--- src/rtl/spi_reg_ctrl.sv ---
// rtl/spi_reg_ctrl.sv - SPI slave command parser and register file in the sysclk domain
module spi_reg_ctrl #(
  parameter int         NREGS  = 8,
  parameter logic [7:0] DEV_ID = 8'hF0
) (
  input  logic               sysclk,
  input  logic               rstn,
  input  logic               iRxReady,
  input  logic [7:0]         iRx,
  input  logic               iSPICS,
  output logic [7:0]         oTx,
  output logic               oTxReady,
  output logic [8*NREGS-1:0] oRegs,
  output logic               oWrStb,
  output logic [3:0]         oWrAddr,
  output logic               oErr
);

  typedef enum logic [1:0] {IDLE, CMD, WDATA, RDATA} state_e;

  localparam logic [4:0] NREGS_L = 5'(NREGS);

  logic       rx_s1_q, rx_s2_q, rx_s3_q, evt_q;
  logic       cs_s1_q, cs_s2_q, cs_s3_q, cs_s4_q;
  logic [7:0] rx_q;
  state_e     state_q, state_d;
  logic [3:0] addr_q, addr_d, wraddr_q, wraddr_d;
  logic [7:0] tx_q, tx_d;
  logic       txrdy_q, txrdy_d, wrstb_q, wrstb_d, err_q, err_d;
  logic       wpend_q, wpend_d, we;
  logic [7:0] regs_q [16];

  logic       cs_fall, cs_hi;
  logic [3:0] addr_inc;
  logic [7:0] rd_cmd, rd_next;

  // cs_s3_q is aligned with evt_q so a byte and a CS rise in the same cycle are seen together
  assign cs_fall  = cs_s4_q & ~cs_s3_q;
  assign cs_hi    = cs_s3_q;
  assign addr_inc = addr_q + 4'd1;
  assign rd_cmd   = ({1'b0, rx_q[3:0]} < NREGS_L) ? regs_q[rx_q[3:0]] : 8'h00;
  assign rd_next  = ({1'b0, addr_inc} < NREGS_L) ? regs_q[addr_inc] : 8'h00;

  always_ff @(posedge sysclk) begin
    if (!rstn) begin
      rx_s1_q  <= 1'b0;
      rx_s2_q  <= 1'b0;
      rx_s3_q  <= 1'b0;
      evt_q    <= 1'b0;
      cs_s1_q  <= 1'b0;
      cs_s2_q  <= 1'b0;
      cs_s3_q  <= 1'b0;
      cs_s4_q  <= 1'b0;
      rx_q     <= 8'h00;
      state_q  <= IDLE;
      addr_q   <= 4'd0;
      tx_q     <= 8'h00;
      txrdy_q  <= 1'b0;
      wrstb_q  <= 1'b0;
      wraddr_q <= 4'd0;
      err_q    <= 1'b0;
      wpend_q  <= 1'b0;
      for (int k = 0; k < 16; k++) regs_q[k] <= 8'h00;
    end else begin
      rx_s1_q  <= iRxReady;
      rx_s2_q  <= rx_s1_q;
      rx_s3_q  <= rx_s2_q;
      evt_q    <= rx_s2_q & ~rx_s3_q;
      cs_s1_q  <= iSPICS;
      cs_s2_q  <= cs_s1_q;
      cs_s3_q  <= cs_s2_q;
      cs_s4_q  <= cs_s3_q;
      if (rx_s2_q & ~rx_s3_q) rx_q <= iRx;
      state_q  <= state_d;
      addr_q   <= addr_d;
      tx_q     <= tx_d;
      txrdy_q  <= txrdy_d;
      wrstb_q  <= wrstb_d;
      wraddr_q <= wraddr_d;
      err_q    <= err_d;
      wpend_q  <= wpend_d;
      if (we) regs_q[addr_q] <= rx_q;
    end
  end

  // A write command closed by CS before any data byte counts as an empty frame too
  always_comb begin
    state_d  = state_q;
    addr_d   = addr_q;
    tx_d     = tx_q;
    txrdy_d  = 1'b0;
    wrstb_d  = 1'b0;
    wraddr_d = wraddr_q;
    err_d    = 1'b0;
    wpend_d  = wpend_q;
    we       = 1'b0;
    case (state_q)
      IDLE: begin
        if (cs_fall) begin
          tx_d    = DEV_ID;
          txrdy_d = 1'b1;
          state_d = CMD;
        end
      end
      CMD: begin
        if (evt_q) begin
          addr_d  = rx_q[3:0];
          txrdy_d = 1'b1;
          if (rx_q[7]) begin
            tx_d    = rx_q;
            wpend_d = 1'b1;
            state_d = WDATA;
          end else begin
            tx_d    = rd_cmd;
            state_d = RDATA;
          end
        end else if (cs_hi) begin
          err_d   = 1'b1;
          state_d = IDLE;
        end
      end
      WDATA: begin
        if (evt_q) begin
          tx_d    = rx_q;
          txrdy_d = 1'b1;
          addr_d  = addr_inc;
          wpend_d = 1'b0;
          if ({1'b0, addr_q} < NREGS_L) begin
            we       = 1'b1;
            wrstb_d  = 1'b1;
            wraddr_d = addr_q;
          end else begin
            err_d = 1'b1;
          end
        end else if (cs_hi) begin
          err_d   = wpend_q;
          state_d = IDLE;
        end
      end
      RDATA: begin
        if (evt_q) begin
          addr_d  = addr_inc;
          tx_d    = rd_next;
          txrdy_d = 1'b1;
        end else if (cs_hi) begin
          state_d = IDLE;
        end
      end
      default: state_d = IDLE;
    endcase
  end

  for (genvar k = 0; k < NREGS; k++) begin : g_regs
    assign oRegs[8*k +: 8] = regs_q[k];
  end

  assign oTx      = tx_q;
  assign oTxReady = txrdy_q;
  assign oWrStb   = wrstb_q;
  assign oWrAddr  = wraddr_q;
  assign oErr     = err_q;

endmodule
--- config.mk ---
export PLATFORM = sky130hd
export DESIGN_NAME = spi_reg_ctrl
export DESIGN_NICKNAME = d
export VERILOG_FILES = /design/src/rtl/spi_reg_ctrl.sv
export SDC_FILE = /design/constraint.sdc
export NUM_CORES = 1
export LEC_CHECK = 0
export CORE_MARGIN = 2
export CORE_UTILIZATION = 50
export CTS_CLUSTER_DIAMETER = 50
export DETAILED_ROUTE_END_ITERATION = 16
export PLACE_DENSITY = 0.75
export SYNTH_ARGS = -nofsm -noshare
export SYNTH_HDL_FRONTEND = slang
export SYNTH_SLANG_ARGS = --single-unit
--- constraint.sdc ---
create_clock -name sysclk -period 2.3 [get_ports sysclk]
set_clock_uncertainty 0.05 [all_clocks]
set_input_delay 0.345 -clock sysclk [delete_from_list [all_inputs] [get_ports sysclk]]
set_output_delay 0.345 -clock sysclk [all_outputs]
set_load 0.02 [all_outputs]
* Word level (Yosys, flattened, before mapping)
Memories as Yosys holds them, arrays and structs flattened. A register that Yosys moved wholly into a read port is not among the register bits.
Cells that the tools add are included.
** Operators by class
- Add/sub/neg operators :: 1
- Magnitude comparators :: 3
- Equality and inequality tests :: 10
- Multiplexer cells :: 42
- Bitwise gates (word level) :: 4
- Reduce and logical (&&, ||, !) cells :: 11
** Operators with widths (count)
- $mux 8 :: 8
- $pmux 8 s4 :: 1
- $mux 4 :: 5
- $mux 1 :: 19
- $lt 4x4->1 const B :: 3
- $ne 2x2->1 const B :: 6
- $mux 2 :: 4
- $pmux 4 s2 :: 1
- $reduce_and 4->1 :: 2
- $reduce_or 8->1 :: 1
- $pmux 1 s2 :: 3
- $pmux 2 s3 :: 1
- $reduce_and 3->1 :: 2
- $add 4x1->4 const B :: 1
- $eq 2x2->1 const B :: 2
- $reduce_bool 2->1 :: 2
- $reduce_or 3->1 :: 1
- $and 1x1->1 :: 2
- $eq 2x1->1 const B :: 1
- $logic_not 2->1 :: 1
- $ne 2x1->1 const B :: 1
- $not 1->1 :: 2
- $reduce_and 2->1 :: 1
- $reduce_or 2->1 :: 1
** Word-level totals
- Bits in registers :: 38
- Bits in writable memories :: 128
- Output and inout bits :: 79
- Memories :: 1
** Memories
- regs_q :: depth 16, bits a word 8, read ports 10, clocked after memory_dff 1, write ports 16, line 31 : logic [7:0] regs_q [16];

* Depth between registers and ports, before layout
- Word-level depth :: 9
- Mapped depth :: 11
- Mapped depth without buffers :: 7

* Least setup slack after synthesis
OpenSTA, ideal clock, no wires.
- Path kind :: reg2reg
- From :: register addr_q[0]
- To :: register tx_q[3] (netlist: oTx[3])
- Arrival time :: 2356 ps
- Slack :: -227 ps
- Cell stages (with the launch flop) :: 12
- Path buffers :: 4
- Period minus slack after synthesis :: 2527 ps
- Cell sequence :: dfxtp_1 > buf_2 > buf_2 > inv_1 > ha_1 > buf_2 > clkbuf_1 > mux4_2 > mux2i_1 > nor2_1 > a221oi_1 > o21ai_1
** On the way
- Cells in the longest elaborated chain, start to end :: 5
- Elaborated cells between the ends (all ways) :: 6
- Those cells by class :: add/sub: 1; order compare: 1; mux: 3; memory: 1
** Ends and longest elaborated chain
- from (decl) :: line 27 : logic [3:0] addr_q, addr_d, wraddr_q, wraddr_d;
- from (signal assigned) :: line 75 : addr_q <= addr_d;
- $add 4x1->4 (*) :: line 40 : assign addr_inc = addr_q + 4'd1;
- $mem_v2 16x8 or $lt 4x4->1 (tied branches)
- $mux 8 (*) :: line 42 : assign rd_next = ({1'b0, addr_inc} < NREGS_L) ? regs_q[addr_inc] : 8'h00;
- $mux 8 (*) :: line 141 : if (evt_q) begin
- $pmux 8 s4 (*) :: line 97 : case (state_q)
- to (signal assigned) :: line 76 : tx_q <= tx_d;
- to (decl) :: line 28 : logic [7:0] tx_q, tx_d;
Every way passes the cells marked *; elsewhere a longest branch is shown, timed or not. The select of a mux whose other input is x is not followed.
A chain may end at the register's enable or synchronous reset.

* Final worst setup path
- From :: register state_q[0]
- To :: register tx_q[6] (netlist: oTx[6])
** On the way
- Cells in the longest elaborated chain, start to end :: 3
- Elaborated cells between the ends (all ways) :: 10
- Those cells by class :: eq/ne: 7; mux: 1; reduce/logical: 2
** Ends and longest elaborated chain
- from (decl) :: line 26 : state_e state_q, state_d;
- from (signal assigned) :: line 74 : state_q <= state_d;
- $eq 2x2->1 (tied with other cells) :: line 97
- $ne 2x2->1 (no line)
- $reduce_and 4->1 (no line)
Parallel ways exist; a longest one is shown, timed or not.

==> impl_metrics.py <==
metrics = {
    "synthesis": {
        "ys_warn_count": 0,
        "seq_area_frac_synth_pct": 60.9,
        "synth-xor-area-share_pct": 0.211,
        "synth_top_family_by_area": "multiplexers",
        "synthCells": 529,
        "synth-compound-area-share_pct": 4.59,
        "ys_ff_latch": 170,
        "synth_cell_types": 42,
        "syn_area_per_cell_sq_um": 14.5,
        "synthMuxAreaShare_pct": 17.9,
        "yosys.area_share.adder_pct": 1.46,
        "synthSimpleGateAreaFrac_pct": 11.3,
        "syn-cell-area_sq_mm": 0.00769,
    },
    "layout": {
        "layout-drive-gt1-share_pct": 16.1,
        "fillCellCount": 1108,
        "design_area_sq_mm": 0.00971,
        "seq_area_sq_mm": 0.00469,
        "multi_input_area_sq_mm": 0.00298,
        "syn_to_final_growth_pct": 26.2,
        "fin_util_pct": 64.3,
        "final_cells": 889,
        "nNetsFinal": 708,
    },
    "global_routing": {
        "grt.total_usage_pct": 25.9,
        "grt_max_degree": 33,
        "grt_first_pass_wirelength_mm": 30.6,
        "gr-total-overflow": 0,
        "grt_pass1_vias": 5218,
        "antenna_found_initial": 0,
    },
    "min_path": {
        "hold_depth": 1,
        "worstHoldEndpoint": "evt_q$_SDFF_PN0_",
        "worstHoldPathType": "flip-flop to flip-flop",
        "min_from": "rx_s3_q$_SDFF_PN0_",
    },
    "sta": {
        "setup_ws_ns": 0.114,
        "fin_crit_sh_pct": 95.1,
        "finalHoldViolations": 0,
        "drv_slew": 0,
        "grt_setup_unrepaired": "yes",
        "max_freq_mhz": 457,
        "fin_crit_ns": 2.19,
        "finalSetupViolCount": 0,
        "relSlewSlack_pct": 57.5,
        "worst_pin_slew_ns": 0.633,
    },
    "drt": {
        "drtPass1Iterations": 5,
        "vias": 5223,
        "drc": 0,
        "vias_per_cell": 5.88,
        "wirelength_mm": 20.1,
        "wl_per_cell_microns": 22.6,
        "ant_nets": 0,
        "initialDrtViolationCount": 643,
    },
    "die": {
        "core_sq_mm": 0.0151,
        "die_w_microns": 128,
        "io_pins": 91,
        "rows": 45,
        "die_y_microns": 128,
        "die_area_sq_mm": 0.0164,
        "initial_core_util_pct": 51.0,
    },
    "placement": {
        "place_area_sq_mm": 0.00910,
        "place_inst": 856,
        "numPortBuffers": 90,
        "hpwl_mm": 14.6,
        "gp_congestion": 0.927,
        "pre_cts_slack_ns": 0.0842,
    },
    "cts": {
        "h-tree-depth": 4,
        "cts_repair_resize_count": 0,
        "cts_hold_buf": 0,
        "cts_setup_buffers": 0,
        "cts_tree": "yes",
        "clk_pin_slew_ns": 0.06,
        "cts_buffers": 17,
        "clock_latency_ns": 0.43,
        "cts_max_path_buffers": 2,
        "root_buffer": "clkbuf_16",
        "clock-sinks": 170,
    },
    "setup_path": {
        "crit_path_end_kind": "flip-flop",
        "critical_path_arrival_ns": 2.45,
        "reg2reg_depth": 8,
        "rrSetupSlack_ns": 0.11,
        "worstReg2RegStart": "state_q[0]$_SDFFE_PN0P_",
        "critical_path_class": "flip-flop to flip-flop",
        "cp.required_ns": 2.57,
        "r2r_end": "oTx[6]$_SDFFE_PN0P_",
        "startpoint_type": "flip-flop",
        "cp_max_fo": 5,
    },
    "flow_run": {
        "maxCapViolations": 0,
    },
    "power": {
        "irDropWorstVdd_v": 0.000503,
        "p_per_area_mw_per_mm2": 739,
        "leakage_nw": 3.73,
        "finalPower_mw": 7.17,
    },
    "status": {
        "status": "finished, final reports clean",
    },
}
## routing by layer
layer	global-route usage [%]	vias up	share of wire (%)
li1	-	2281	-
met1	34.8	2613	40
met2	41.9	297	49
met3	6.05	32	8.7
met4	9.37	0	2.0
met5	0	-	0
## critical path, cell delays in order (launching register included)
cell and delay (ns):
dfxtp_1 0.40, inv_1 0.10, ha_1 0.24, or3_1 0.48, a221oi_2 0.26, buf_4 0.19
o211ai_1 0.13, a21oi_1 0.17, nor2_1 0.06
## kinds of logic (layout without fill, tap and decap cells)
group                      count (synthesis)  count (layout)
DFF                                      170             170
AOI/OAI and AO/OA                         56              56
other                                      1              65
xor gates and xnor gates                   1               1
muxes                                     72              72
and+or+nand+nor                          164             164
buffers and inverters                     56             164
adders and majority gates                  9               9
## metrics by stage
step                hold slack, ns  setup TNS [ns]
floorplan                    0.342               0
global placement             0.349               0
detailed placement           0.363               0
CTS                          0.377               0
global route                 0.380        -0.00135
finish                       0.374               0
## cell usage in the layout (no fill, tap or decap), drive strengths merged, types with 2 or more instances in the layout
cell type | Yosys | routed
a21o | 7 | 7
a21oi | 15 | 15
a221oi | 5 | 5
a22oi | 5 | 5
a31oi | 3 | 3
and2 | 10 | 10
and3 | 65 | 65
buf | 17 | 28
bufinv | 0 | 3
clkbuf | 25 | 21
clkdlybuf4s50 | 0 | 90
clkinv | 1 | 7
clkinvlp | 0 | 2
conb | 1 | 64
dfxtp | 42 | 42
edfxtp | 128 | 128
ha | 9 | 9
inv | 13 | 13
mux2i | 20 | 20
mux4 | 52 | 52
nand2 | 31 | 31
nand2b | 3 | 3
nand3 | 11 | 11
nor2 | 30 | 30
nor2b | 5 | 5
nor3 | 2 | 2
o211ai | 4 | 4
o21ai | 16 | 16
or3 | 2 | 2
## cell type report
class                   instances  area share [%]
flip-flops and latches        170            48.3
multi-input cells             366            30.7
well taps                     188            2.42
clock buffers                  21            4.64
clock inverters                11            1.52
repair buffers                118            11.8
inverters                      14           0.541
diodes                          1          0.0258
## cells in the mapped netlist (all sizes together)
cell    instances  area, sq um
a311oi          1         8.76
or2             1         6.26
and4            1         8.76
nor2b           5         31.3
a31oi           3         18.8
nand3          11         55.1
conb            1         3.75
and3           65          407
dfxtp          42          841
o21ai          16         80.1
clkbuf         25         95.1
and2           10         62.6
xor2            1         16.3
nand4b          1         8.76
nand3b          1         7.51
or3             2         12.5
a21oi          15         75.1
nor3            2         10.0
o211ai          4         30.0
nand2          31          116
buf            17          123
edfxtp        128         3840
clkinv          1         3.75
mux4           52         1180
ha              9          113
mux2i          20          200
nor2           30          115
a22oi           5         37.5
inv            13         48.8
a21o            7         52.6
a221oi          5         50.0
nor4            1         12.5
nand2b          3         18.8
## flip-flops by register name, indices dropped and copies added (netlist names), 2 cells and up, named ones only
name,count
addr_q,4
oTx,8
oWrAddr,4
regs_q,128
rx_q,8
state_q,2
## how the worst max path moves through the flow
stage | startpoint | endpoint | slack [ns] | cells past startpoint
6_report | state_q[0]$_SDFFE_PN0P_ | oTx[6]$_SDFFE_PN0P_ | 0.11 | 8
5_1_grt | state_q[0]$_SDFFE_PN0P_ | addr_q[2]$_SDFFE_PN0P_ | -0.001 | 7
4_1_cts | state_q[0]$_SDFFE_PN0P_ | regs_q[6][3]$_SDFFCE_PN0P_ | 0.12 | 7
3_5_place_dp | rstn | regs_q[6][2]$_SDFFCE_PN0P_ | 0.08 | 5
3_3_place_gp | rstn | regs_q[5][5]$_SDFFCE_PN0P_ | 0.12 | 5
2_1_floorplan | addr_q[0]$_SDFFE_PN0P_ | oTx[3]$_SDFFE_PN0P_ | 0.02 | 11
## where the power goes
| part | switching (mW) | internal [mW] | total [mW] | leakage [nW] |
|---|---|---|---|---|
| Clock | 1.17 | 1.74 | 2.90 | 0.283 |
| Combinational | 0.379 | 0.315 | 0.694 | 1.82 |
| Sequential | 0.112 | 3.47 | 3.58 | 1.63 |
| Total | 1.66 | 5.52 | 7.17 | 3.73 |
No activity file was read; power rests on OpenSTA's default activity.
